**src/rtl/fir_mac_pkg.sv**
```systemverilog
// Shared types and helpers for the time-multiplexed FIR (fir_mac_seq).
// FIR_MAC_SAT_EN selects saturating narrowing; otherwise results wrap.
package fir_mac_pkg;

    localparam int TAPS_MAX = 16;

    typedef enum logic [1:0] {
        IDLE,
        MAC,
        OUT
    } state_t;

    function automatic int acc_w(input int data_w, input int coef_w, input int taps);
        return data_w + coef_w + $clog2(taps);
    endfunction

    // Result is sign-correct in the low data_w bits; the caller truncates.
    function automatic logic signed [63:0] narrow(input logic signed [63:0] v, input int data_w);
`ifdef FIR_MAC_SAT_EN
        logic signed [63:0] hi;
        logic signed [63:0] lo;
        hi = (64'sd1 <<< (data_w - 1)) - 64'sd1;
        lo = -(64'sd1 <<< (data_w - 1));
        if (v > hi) return hi;
        if (v < lo) return lo;
        return v;
`else
        return (v <<< (64 - data_w)) >>> (64 - data_w);
`endif
    endfunction

endpackage

```
**src/rtl/fir_coef_bank.sv**
```systemverilog
// Coefficient register file: synchronous write, combinational read by tap index,
// synchronous active-low clear. Out-of-range write addresses are ignored.
module fir_coef_bank
    import fir_mac_pkg::*;
#(
    parameter int COEF_W = 8,
    parameter int TAPS   = 6,
    localparam int KW    = $clog2(TAPS)
) (
    input  logic                     clk,
    input  logic                     reset,
    input  logic                     we,
    input  logic [KW-1:0]            waddr,
    input  logic signed [COEF_W-1:0] wdata,
    input  logic [KW-1:0]            raddr,
    output logic signed [COEF_W-1:0] rdata
);

    logic signed [COEF_W-1:0] mem [TAPS];

    always_ff @(posedge clk) begin
        if (!reset) begin
            for (int i = 0; i < TAPS; i++) mem[i] <= '0;
        end else if (we && (32'(waddr) < TAPS)) begin
            mem[waddr] <= wdata;
        end
    end

    assign rdata = mem[raddr];

endmodule

```
**src/rtl/fir_mac_seq.sv**
```systemverilog
// Time-multiplexed FIR: one signed MAC walks the coefficient bank, one tap per cycle.
// Define FIR_MAC_SAT_EN for saturating output narrowing (default build wraps).
module fir_mac_seq
    import fir_mac_pkg::*;
#(
    parameter int DATA_W    = 8,
    parameter int COEF_W    = 8,
    parameter int TAPS      = 6,
    parameter int OUT_SHIFT = 0
) (
    input  logic                      clk,
    input  logic                      reset,
    input  logic                      in_valid,
    output logic                      in_ready,
    input  logic signed [DATA_W-1:0]  in_data,
    output logic                      out_valid,
    input  logic                      out_ready,
    output logic signed [DATA_W-1:0]  out_data,
    input  logic                      coef_we,
    input  logic [$clog2(TAPS)-1:0]   coef_addr,
    input  logic signed [COEF_W-1:0]  coef_data,
    output logic                      busy
);

    localparam int ACC_W = acc_w(DATA_W, COEF_W, TAPS);
    localparam int KW    = $clog2(TAPS);
    localparam int PW    = DATA_W + COEF_W;
    localparam logic [KW-1:0] K_LAST = KW'(TAPS - 1);

    state_t                   state;
    logic signed [DATA_W-1:0] x [TAPS];
    logic signed [ACC_W-1:0]  acc;
    logic [KW-1:0]            k;
    logic signed [COEF_W-1:0] c_k;
    logic signed [PW-1:0]     prod;
    logic signed [ACC_W-1:0]  acc_nxt;
    logic signed [ACC_W-1:0]  acc_sh;

    fir_coef_bank #(
        .COEF_W (COEF_W),
        .TAPS   (TAPS)
    ) u_coef_bank (
        .clk   (clk),
        .reset (reset),
        .we    (coef_we && (state == IDLE)),
        .waddr (coef_addr),
        .wdata (coef_data),
        .raddr (k),
        .rdata (c_k)
    );

    assign prod     = PW'(x[k]) * PW'(c_k);
    assign acc_nxt  = acc + ACC_W'(prod);
    assign acc_sh   = acc_nxt >>> OUT_SHIFT;
    assign in_ready = reset && (state == IDLE);
    assign busy     = (state != IDLE);

    always_ff @(posedge clk) begin
        if (!reset) begin
            state     <= IDLE;
            for (int i = 0; i < TAPS; i++) x[i] <= '0;
            acc       <= '0;
            k         <= '0;
            out_valid <= 1'b0;
            out_data  <= '0;
        end else begin
            case (state)
                IDLE: begin
                    if (in_valid) begin
                        for (int i = TAPS - 1; i > 0; i--) x[i] <= x[i-1];
                        x[0]  <= in_data;
                        acc   <= '0;
                        k     <= '0;
                        state <= MAC;
                    end
                end
                MAC: begin
                    acc <= acc_nxt;
                    k   <= k + 1'b1;
                    // Final tap: the result is captured from acc_nxt so it includes this product.
                    if (k == K_LAST) begin
                        k         <= '0;
                        out_data  <= DATA_W'(narrow(64'(acc_sh), DATA_W));
                        out_valid <= 1'b1;
                        state     <= OUT;
                    end
                end
                OUT: begin
                    if (out_ready) begin
                        out_valid <= 1'b0;
                        state     <= IDLE;
                    end
                end
                default: state <= IDLE;
            endcase
        end
    end

endmodule

```
**config.mk**
```make
export PLATFORM = sky130hd
export DESIGN_NAME = fir_mac_seq
export DESIGN_NICKNAME = d
export VERILOG_FILES = /design/src/rtl/fir_mac_pkg.sv /design/src/rtl/fir_coef_bank.sv /design/src/rtl/fir_mac_seq.sv
export SDC_FILE = /design/constraint.sdc
export NUM_CORES = 1
export LEC_CHECK = 0
export ABC_CLOCK_PERIOD_IN_PS = 5700
export BUFFER_PORTS_ARGS = -buffer_cell sky130_fd_sc_hd__buf_4
export CAP_MARGIN = 15
export CORE_MARGIN = 5
export CORE_UTILIZATION = 40
export DETAILED_ROUTE_END_ITERATION = 10
export PLACE_DENSITY_LB_ADDON = 0.3
export SYNTH_ARGS = -nofsm -noshare
export SYNTH_HDL_FRONTEND = slang
export SYNTH_SLANG_ARGS = --single-unit
```
**constraint.sdc**
```tcl
create_clock -name clk -period 5.7 [get_ports clk]
set_clock_uncertainty 0.2 [all_clocks]
set_input_delay 1.14 -clock clk [delete_from_list [all_inputs] [get_ports clk]]
set_output_delay 1.14 -clock clk [all_outputs]
set_load 0.01 [all_outputs]
```
==> summary.md <==
| Metric | Value |
|---|---|
| Slew @ Worst Pin | 1.14 ns |
| Antenna Nets Post-Route | 0 |
| Nets | 672 |
| Fillers | 1539 |
| Initial Util | 40.8% |
| Synth top area share | 47.7% |
| Hold Path Cell Cnt | 1 |
| Area Overhead vs Synth | 18.1% |
| CTS H-tree depth | 4 |
| Sink Count | 137 |
| Vias in the first global route | 4418 |
| Synth top area cells | edfxtp_1, dfxtp_1, mux4_2 |
| Cts hold-fix bufs | 0 |
| Most common cell in the synthesized netlist | edfxtp_1 |
| Leakage | 3.38 nW |
| WL per Instance | 16.8 um |
| Hold Fails Final Rpt | 0 |
| Number of remaining DRC errors | 0 |
| EDFF count, synth | 112 |
| # Post-CTS Setup Buffers | 0 |
| CP max FO | 9 |
| Critical path class | flop to flop |
| Largest net degree at the start of global routing | 49 |
| CP Capture Type | flop |
| CP arrival | 5.55 ns |
| R2R depth | 19 |
| Ys flop type | edfxtp_1 |
| First-pass GRT wire length | 22800 um |
| Total number of vias | 4164 |
| CP required | 5.80 ns |
| Post-synth ARST share | 0% |
| Buffers on Ports | 34 |
| Worst vdd ir | 0.000197 V |
| RePlAce Congestion | 0.840 |
| Total gr overflow | 0 |
| Worst R2R Setup Slack | 0.25 ns |
| Setup TNS | 0 ns |
| Antenna cells | 0 |
| Drt first pass iters | 4 |
| Cell Rows | 48 |
| Max Cap Violations | 0 |
| Final setup fails | 0 |
| Clk buf depth | 2 |
| Die Wd | 143 um |
| Worst hold-check path type | flop to flop |
| Die area | 20400 um2 |
| CTS tree | yes |
| Die Ht | 143 um |
| Fmax | 183 MHz |
| FF-to-FF End | acc[7]$_SDFFE_PN0P_ |
| Multi-input combinational cell area | 2960 um2 |
| Status | finished, final reports clean |
| Synth Instances | 549 |
| PwrDens | 312 nW/um2 |
| Root Driver | clkbuf_16 |
| Setup crit end | acc[7]$_SDFFE_PN0P_ |
| Register area | 3870 um2 |
| Placeable Area | 17300 um2 |
| Worst skew pair latency | 0.42 ns |
| Final worst path period need | 5.45 ns |
| Most instantiated cells after synthesis | edfxtp_1, and2_1, nand2_1, inv_1, nor2_1 |
| Slew HR | 23.1% |
| Core Util, Final | 48.1% |
| Clock-pin slew on the worst setup and hold paths | 0.06 ns |
| Antenna violations before repair | 0 |
| Final slew viol count | 0 |
| Vias per cell | 4.91 |
| Final worst path period share | 95.6% |
| Layout cell share with drive strength beyond 1 | 20.4% |
| Seq cells post-synth | 137 |
| Total Wirelength | 14200 um |
| Yosys cell types | 55 |
| HPWL after DPL | 10500 um |
| RSZ-0062 raised after global routing | no |
| Seq/Total Area, Yosys | 54.8% |
| CP Launch Type | flop |
| IO Pins | 35 |
| Area leader, netlist | edfxtp_1 |
| Syn. warnings | 0 |
| Syn_area_per_cell | 12.8 um2 |
| Initial DRC count | 186 |
| Synth Cell Area | 7050 um2 |
| CTS Buf Count | 17 |
| Total GRT Usage | 14.6% |
critical path, cell delays in order (launching register included):
cell and delay, ns:
dfxtp_2 0.36, buf_12 0.15, mux4_2 0.50, mux2_4 0.34, nand2_1 0.10, fa_1 0.42, inv_1 0.08, fa_1 0.45
ha_1 0.35, fa_1 0.59, ha_4 0.22, ha_1 0.29, a21o_1 0.17, a21oi_2 0.15, xnor2_1 0.16, xnor2_1 0.17
xnor2_1 0.16, xnor3_1 0.25, a22oi_1 0.15, nor2b_1 0.06
how the worst min path moves through the flow:
stage	start	to	slack [ns]
6_report	out_data[6]$_SDFFE_PN0P_	out_data[6]$_SDFFE_PN0P_	0.31
3_5_place_dp	out_data[6]$_SDFFE_PN0P_	out_data[6]$_SDFFE_PN0P_	0.29
3_3_place_gp	out_valid$_SDFFE_PN0P_	out_valid$_SDFFE_PN0P_	0.29
2_1_floorplan	acc[1]$_SDFFE_PN0P_	acc[1]$_SDFFE_PN0P_	0.29
4_1_cts	out_data[7]$_SDFFE_PN0P_	out_data[7]$_SDFFE_PN0P_	0.31
5_1_grt	out_data[7]$_SDFFE_PN0P_	out_data[7]$_SDFFE_PN0P_	0.33
flip-flops by register name, summed over array words and instances (netlist names), named ones only:
signal and cells:
out_data 8, out_valid 1, acc 8, state 2
u_coef_bank.mem 64, x 48, k 3
cells in the final DEF, fill, tap and decap left out, types with 3 or more instances in the layout:
| master | n |
|---|---|
| mux2_1 | 4 |
| nand2b_1 | 6 |
| clkinvlp_4 | 3 |
| conb_1 | 16 |
| buf_12 | 3 |
| edfxtp_1 | 112 |
| a22oi_1 | 7 |
| nand4b_1 | 3 |
| o21ai_0 | 3 |
| and2_1 | 65 |
| and3_1 | 10 |
| a21oi_1 | 6 |
| inv_2 | 5 |
| dfxtp_1 | 22 |
| clkbuf_16 | 17 |
| inv_1 | 40 |
| mux2i_1 | 17 |
| buf_4 | 47 |
| clkinv_2 | 4 |
| xnor2_1 | 13 |
| fa_1 | 18 |
| ha_1 | 18 |
| nand2_1 | 41 |
| nor2b_1 | 19 |
| mux4_2 | 20 |
| clkinv_4 | 3 |
| dfxtp_2 | 3 |
| o21ai_1 | 9 |
| nor2_1 | 40 |
| nand2_2 | 4 |
metrics by stage:
stage / instances / hold slack [ns] / instance area, um2 / worst slack [ns] / total power, mW
6_report: 848 / 0.306 / 8330 / 0.250 / 2.60
3_5_place_dp: 814 / 0.294 / 7640 / 0.0636 / 1.53
5_1_grt: 848 / 0.331 / 8330 / 0.0115 / 2.71
4_1_cts: 847 / 0.309 / 8250 / 0.00879 / 2.60
3_3_place_gp: 814 / 0.290 / 7640 / 0.196 / 1.52
2_1_floorplan: 564 / 0.288 / 7110 / 0.145 / 1.43
routing by layer:
| layer | up-vias | GRT usage (%) | share of wire (%) |
|---|---|---|---|
| met3 | 20 | 3.42 | 2.7 |
| met2 | 69 | 25.3 | 52 |
| met1 | 2059 | 17.8 | 43 |
| met4 | 0 | 5.60 | 2.0 |
| li1 | 2016 | - | - |
| met5 | - | 0 | 0 |
cell families after synthesis:
| family | share of synthesized area, % |
|---|---|
| flip-flops | 54.8 |
| buffers and inverters | 4.69 |
| AO/OA/AOI/OAI | 4.21 |
| XOR/XNOR | 2.41 |
| adder cells (fa/ha/maj) | 8.66 |
| multiplexers | 10.3 |
| other | 0.0532 |
| AND/OR/NAND/NOR | 14.8 |
layout make-up:
| type | count | area share, % |
|---|---|---|
| clock buffer | 18 | 5.15 |
| clock inverter | 14 | 1.79 |
| inverter | 45 | 2.03 |
| multi-input combinational | 356 | 35.6 |
| sequential | 137 | 46.4 |
| tap | 225 | 3.38 |
| timing repair buffer | 53 | 5.62 |
what timing repair did:
action / 4_1_cts / 5_1_grt
hold endpoints to repair: 0 / 0
setup endpoints to repair: 1 / 2
gates cloned: 1 / 0
resized for setup: 1 / 12
pin swaps: 0 / 3
power by group:
part           switching (mW)  internal [mW]
sequential             0.0250           1.14
combinational           0.197          0.168
clock                   0.426          0.646
total                   0.648           1.95
Power figures use the tool's default switching activity.
